$ cat config.mk
export PLATFORM = sky130hd
export DESIGN_NAME = fir_mac_ctrl
export DESIGN_NICKNAME = d
export VERILOG_FILES = /design/src/rtl/fir_pkg.sv /design/src/rtl/fir_mac_unit.sv /design/src/rtl/fir_mac_ctrl.sv
export SDC_FILE = /design/constraint.sdc
export NUM_CORES = 1
export LEC_CHECK = 0
export ABC_AREA = 0
export CAP_MARGIN = 20
export CORE_UTILIZATION = 57
export CTS_CLUSTER_SIZE = 16
export DETAILED_ROUTE_END_ITERATION = 12
export GPL_ROUTABILITY_DRIVEN = 0
export PLACE_DENSITY_LB_ADDON = 0.1
export RECOVER_POWER = 100
export SLEW_MARGIN = 20
export SYNTH_ARGS = -nofsm -noshare
export SYNTH_HDL_FRONTEND = slang
export SYNTH_SLANG_ARGS = --single-unit
export TNS_END_PERCENT = 10
$ cat constraint.sdc
create_clock -name clock -period 5.5 [get_ports clock]
set_input_delay 1.1 -clock clock [delete_from_list [all_inputs] [get_ports clock]]
set_output_delay 1.1 -clock clock [all_outputs]
set_load 0.01 [all_outputs]
$ cat src/rtl/fir_pkg.sv
// Shared constants, state encoding and width helper for the FIR MAC stage.
package fir_pkg;

    localparam int NTAPS  = 8;
    localparam int ADDR_W = 3;

    typedef enum logic [1:0] {
        IDLE,
        WRITE,
        READ,
        DRAIN
    } state_e;

    // log2(NTAPS) guard bits keep the 8-tap sum from overflowing.
    function automatic int acc_width(input int dw, input int cw);
        return dw + cw + ADDR_W;
    endfunction

endpackage

$ cat src/rtl/fir_mac_unit.sv
// Signed multiply with an accumulate register; sum_o is the running total
// plus the current product, so the last tap can be folded in without a write-back.
module fir_mac_unit #(
    parameter int DataW = 8,
    parameter int CoefW = 8,
    parameter int AccW  = 19
) (
    input  logic                    clock,
    input  logic                    reset,
    input  logic                    clr_i,
    input  logic                    en_i,
    input  logic signed [DataW-1:0] a_i,
    input  logic signed [CoefW-1:0] b_i,
    output logic signed [AccW-1:0]  sum_o
);

    localparam int ProdW = DataW + CoefW;

    logic signed [ProdW-1:0] prod;
    logic signed [AccW-1:0]  acc_q;

    assign prod  = ProdW'(a_i) * ProdW'(b_i);
    assign sum_o = acc_q + AccW'(prod);

    always_ff @(posedge clock) begin
        if (reset) begin
            acc_q <= '0;
        end else if (clr_i) begin
            acc_q <= '0;
        end else if (en_i) begin
            acc_q <= sum_o;
        end
    end

endmodule

$ cat src/rtl/fir_mac_ctrl.sv
// Sequencer between the upstream handshake and the 8-entry delay line:
// write one sample, read taps 0..7 back, and emit the full-precision MAC result.
module fir_mac_ctrl
    import fir_pkg::*;
#(
    parameter int                         data_width = 8,
    parameter int                         coef_width = 8,
    parameter logic [NTAPS*coef_width-1:0] COEFS     =
        {8'sd1, 8'sd2, 8'sd3, 8'sd4, 8'sd4, 8'sd3, 8'sd2, 8'sd1}
) (
    input  logic                                          clock,
    input  logic                                          reset,
    input  logic                                          in_valid,
    input  logic [data_width-1:0]                         in_data,
    output logic                                          in_ready,
    output logic                                          ram_en,
    output logic                                          ram_we,
    output logic [ADDR_W-1:0]                             ram_addr,
    output logic [data_width-1:0]                         ram_di,
    input  logic [data_width-1:0]                         ram_dio,
    output logic                                          y_valid,
    output logic signed [data_width+coef_width+ADDR_W-1:0] y_data
);

    localparam int AccW = acc_width(data_width, coef_width);

    state_e                 state_q, state_d;
    logic [ADDR_W-1:0]      tapCnt_q, tapCnt_d;
    logic [data_width-1:0]  sample_q, sample_d;
    logic [ADDR_W-1:0]      kDly_q;
    logic                   prodValid_q;
    logic                   yValid_q;
    logic signed [AccW-1:0] yData_q;

    logic                   macClr;
    logic                   macEn;
    logic signed [coef_width-1:0] coefSel;
    logic signed [AccW-1:0] macSum;

    always_comb begin
        state_d  = state_q;
        tapCnt_d = tapCnt_q;
        sample_d = sample_q;
        in_ready = 1'b0;
        ram_en   = 1'b0;
        ram_we   = 1'b0;
        ram_addr = '0;
        ram_di   = '0;
        macClr   = 1'b0;
        case (state_q)
            IDLE: begin
                in_ready = 1'b1;
                if (in_valid) begin
                    sample_d = in_data;
                    state_d  = WRITE;
                end
            end
            WRITE: begin
                ram_en   = 1'b1;
                ram_we   = 1'b1;
                ram_di   = sample_q;
                macClr   = 1'b1;
                tapCnt_d = '0;
                state_d  = READ;
            end
            READ: begin
                ram_en   = 1'b1;
                ram_addr = tapCnt_q;
                tapCnt_d = tapCnt_q + 1'b1;
                if (tapCnt_q == ADDR_W'(NTAPS - 1)) begin
                    state_d = DRAIN;
                end
            end
            DRAIN: begin
                state_d = IDLE;
            end
            default: begin
                state_d = IDLE;
            end
        endcase
    end

    // Read data lags the address by one cycle, so the tap index is delayed to match it.
    always_ff @(posedge clock) begin
        if (reset) begin
            state_q     <= IDLE;
            tapCnt_q    <= '0;
            sample_q    <= '0;
            kDly_q      <= '0;
            prodValid_q <= 1'b0;
            yValid_q    <= 1'b0;
            yData_q     <= '0;
        end else begin
            state_q     <= state_d;
            tapCnt_q    <= tapCnt_d;
            sample_q    <= sample_d;
            kDly_q      <= tapCnt_q;
            prodValid_q <= (state_q == READ);
            yValid_q    <= (state_q == DRAIN);
            if (state_q == DRAIN) begin
                yData_q <= macSum;
            end
        end
    end

    assign coefSel = COEFS[int'(kDly_q)*coef_width +: coef_width];
    assign macEn   = prodValid_q && (state_q == READ);

    fir_mac_unit #(
        .DataW (data_width),
        .CoefW (coef_width),
        .AccW  (AccW)
    ) u_mac (
        .clock (clock),
        .reset (reset),
        .clr_i (macClr),
        .en_i  (macEn),
        .a_i   ($signed(ram_dio)),
        .b_i   (coefSel),
        .sum_o (macSum)
    );

    assign y_valid = yValid_q;
    assign y_data  = yData_q;

endmodule

==> impl_metrics.env <==
export IMPL_power_share_switching_pct=36.5
export IMPL_synth_compound_area_share_pct=11.1
export IMPL_max_freq_mhz=191
export IMPL_nFillCells=626
export IMPL_max_cap_violations=0
export IMPL_p_seq_share_pct=36.8
export IMPL_num_vias=3522
export IMPL_critPathRequiredTime_ns=5.73
export IMPL_hold_start="sample_q[7]"
export IMPL_cts_setup_buffers=0
export IMPL_drtPass1Iterations=4
export IMPL_core_area_um2=7730
export IMPL_die_x_um=91.5
export IMPL_finClkSkew_ns=0.00454
export IMPL_critPathArrivalTime_ns=5.47
export IMPL_tightest_slew_ns=1.10
export IMPL_cts_root_buf="clkbuf_8"
export IMPL_power_density_nw_per_um2=238
export IMPL_synthMuxAreaShare_pct=3.15
export IMPL_drt_total_wl_um=9440
export IMPL_layout_drive_gt1_share_pct=6.75
export IMPL_pre_cts_slack_ns=-0.203
export IMPL_period_share_pct=95.1
export IMPL_holdWs_ns=0.458
export IMPL_path_max_fanout=4
export IMPL_r2r_setup_slack_ns=0.47
export IMPL_pwr_share_comb_pct=40.8
export IMPL_ys_seq_elements=56
export IMPL_slew_headroom_pct=26.9
export IMPL_area_delta_synth_final_pct=17.2
export IMPL_syn_avg_cell_area_um2=9.26
export IMPL_dieArea_um2=8370
export IMPL_cp_start_kind="input port"
export IMPL_synth_flop_cell="dfxtp_1"
export IMPL_synth_edff_count=0
export IMPL_port_buffers=52
export IMPL_synthXorXnorAreaFrac_pct=3.45
export IMPL_start_util_pct=59.1
export IMPL_track_usage_pct=24.4
export IMPL_rr_startpoint="kDly_q[0]"
export IMPL_cts_max_level=2
export IMPL_clkLatencyLatePin_ns=0.32
export IMPL_yosys_warnings=0
export IMPL_syn_inst=493
export IMPL_hpwl_um=7480
export IMPL_final_nets=673
export IMPL_rows=32
export IMPL_clkPwrFrac_pct=22.4
export IMPL_ant_nets=0
export IMPL_grt_pass1_wl_um=16500
export IMPL_clock_sink_count=56
export IMPL_antenna_found_initial=0
export IMPL_first_iter_violations=166
export IMPL_power_leakage_nw=2.48
export IMPL_clk_pin_slew_ns=0.11
export IMPL_synth_top_family_by_area="adder cells"
export IMPL_cts_tree="done"
export IMPL_ys_seq_area_share_pct=24.6
export IMPL_diodes=0
export IMPL_min_path_type="flip-flop to flip-flop"
export IMPL_final_hold_viol_count=0
export IMPL_status="completed"
export IMPL_yosys_area_share_simple_pct=16.8
export IMPL_maxSlewViolCount=0
export IMPL_internal_power_w=0.000807
export IMPL_numCtsBuffers=5
export IMPL_crit_type="input port to flip-flop"
export IMPL_synth_area_leaders="dfxtp_1 (25%), ha_1 (20%), fa_1 (14%)"
export IMPL_synthArstFlopShare_pct=0
export IMPL_yosys_area_share_adder_pct=34.8
export IMPL_clock_path_buffers=2
export IMPL_wire_per_inst_um=14.5
export IMPL_ir_drop_uv=308
export IMPL_setup_viol=0
export IMPL_syn_area_um2=4560
export IMPL_endpoint_kind="flip-flop"
export IMPL_die_height_um=91.5
export IMPL_ys_types=49
export IMPL_crit_start="ram_dio[2]"
export IMPL_synth_top_area_share_pct=24.6
export IMPL_setup_slack_ns=0.269
export IMPL_overflow=0
export IMPL_grt_max_degree=45
export IMPL_p_sw_w=0.000464
export IMPL_synth_net_count=619
export IMPL_yosysTopAreaCell="dfxtp_1"
export IMPL_grt_pass1_vias=3552
export IMPL_ios=53
export IMPL_drc=0
export IMPL_rsz0062_at_grt="false"
export IMPL_fin_crit_ns=5.23
export IMPL_via_per_inst=5.42
==> Yosys cell counts, types with 7 or more instances <==
master and n:
ha_1 74, dfxtp_1 56, inv_1 55, nand2_1 47, a21oi_1 37, fa_1 33
and2_1 23, nor2_1 23, nand3_1 16, clkbuf_1 13, mux2i_1 13, xnor2_1 10
a31oi_1 8, and2b_2 7, nand2b_1 7
==> power groups by stage <==
stage	sequential [W]	combinational, W	clock (W)
floorplan	0.000479	0.000343	0
global placement	0.000476	0.000519	0
detailed placement	0.000478	0.000531	0
CTS	0.000469	0.000537	0.000291
global route	0.000473	0.000581	0.000307
finish	0.000468	0.000518	0.000285
==> through the flow <==
stage          util (%)  cells  area [um^2]  setup TNS [ns]  power, W
3_3_place_gp       67.7    642         5230          -0.351  0.000995
3_5_place_dp       67.7    642         5230          -0.866   0.00101
5_1_grt            69.2    650         5350               0   0.00136
6_report           69.2    650         5350               0   0.00127
4_1_cts            69.2    650         5350               0   0.00130
2_1_floorplan         -    493         4560               0  0.000822
==> area by class of cell <==
class | count | area, um^2 | area share (%)
repair buffers | 65 | 614 | 11.5
flip-flops and latches | 56 | 1120 | 21.0
inverters | 55 | 206 | 3.86
clock buffers | 5 | 68.8 | 1.29
multi-input cells | 364 | 3160 | 59.2
clock inverters | 3 | 46.3 | 0.865
well taps | 102 | 128 | 2.39
==> worst paths after layout <==
path,end,cells past startpoint
worst max-delay path,y_data[16],18
worst min-delay path,sample_q[7],2
worst max register to register,y_data[16],18
worst min register to register,sample_q[7],2
==> state kept, by name, summed over array words and instances (netlist names) <==
name,flops
kDly_q,3
u_mac.acc_q,19
y_valid,1
prodValid_q,1
tapCnt_q,3
sample_q,8
y_data,19
state_q,2
==> cells in the final DEF (no fill, tap or decap), types with 2 or more instances in the layout <==
cell type and count:
dlygate4sd3_1 34, nand4_1 5, mux2i_1 13, and2_0 8
nand2_1 47, and2_1 15, o311ai_0 2, nor2_1 23
clkbuf_8 5, o211ai_1 4, buf_4 12, a211oi_2 2
ha_1 74, xor2_1 3, o21ai_0 3, nand3_1 16
a31oi_1 8, nor3_1 5, inv_1 55, fa_1 33
a21oi_1 36, a21oi_2 2, a21o_1 6, a211oi_1 5
xnor2_1 10, nand2b_1 7, and2b_2 7, nand3b_1 2
clkdlybuf4s50_1 18, o21ai_1 3, dfxtp_1 56, or3b_1 2
nor2b_1 5
==> timing repair <==
| item | in CTS | in global routing |
|---|---|---|
| gates resized for setup | 0 | 2 |
| hold buffers | 0 | 0 |
| endpoints found under the setup margin | 0 | 8 |
==> cell families after synthesis <==
group / Yosys count
AND/OR/NAND/NOR: 148
adder cells (fa/ha/maj): 107
AO/OA/AOI/OAI: 80
buffers and inverters: 73
flip-flops: 56
XOR/XNOR: 15
multiplexers: 14
==> worst max-delay path, stage by stage <==
cell             delay, ns
clkdlybuf4s50_1       0.49
nand2_1               0.08
fa_1                  0.52
inv_1                 0.05
ha_1                  0.28
ha_1                  0.27
inv_1                 0.05
fa_1                  0.54
inv_1                 0.06
ha_1                  0.19
ha_1                  0.21
fa_1                  0.44
a211oi_2              0.26
o211ai_2              0.15
a211oi_2              0.25
o21ai_1               0.11
xnor2_1               0.17
a211oi_1              0.25
==> metal layers <==
layer | vias to the layer above | wire length, um | global-route usage [%]
met3 | 8 | 354 | 3.94
met4 | 0 | 82 | 4.50
li1 | 1770 | - | -
met5 | - | 0 | 0
met1 | 1683 | 4620 | 33.2
met2 | 61 | 4380 | 41.2
(Power assumes the default switching activity.)
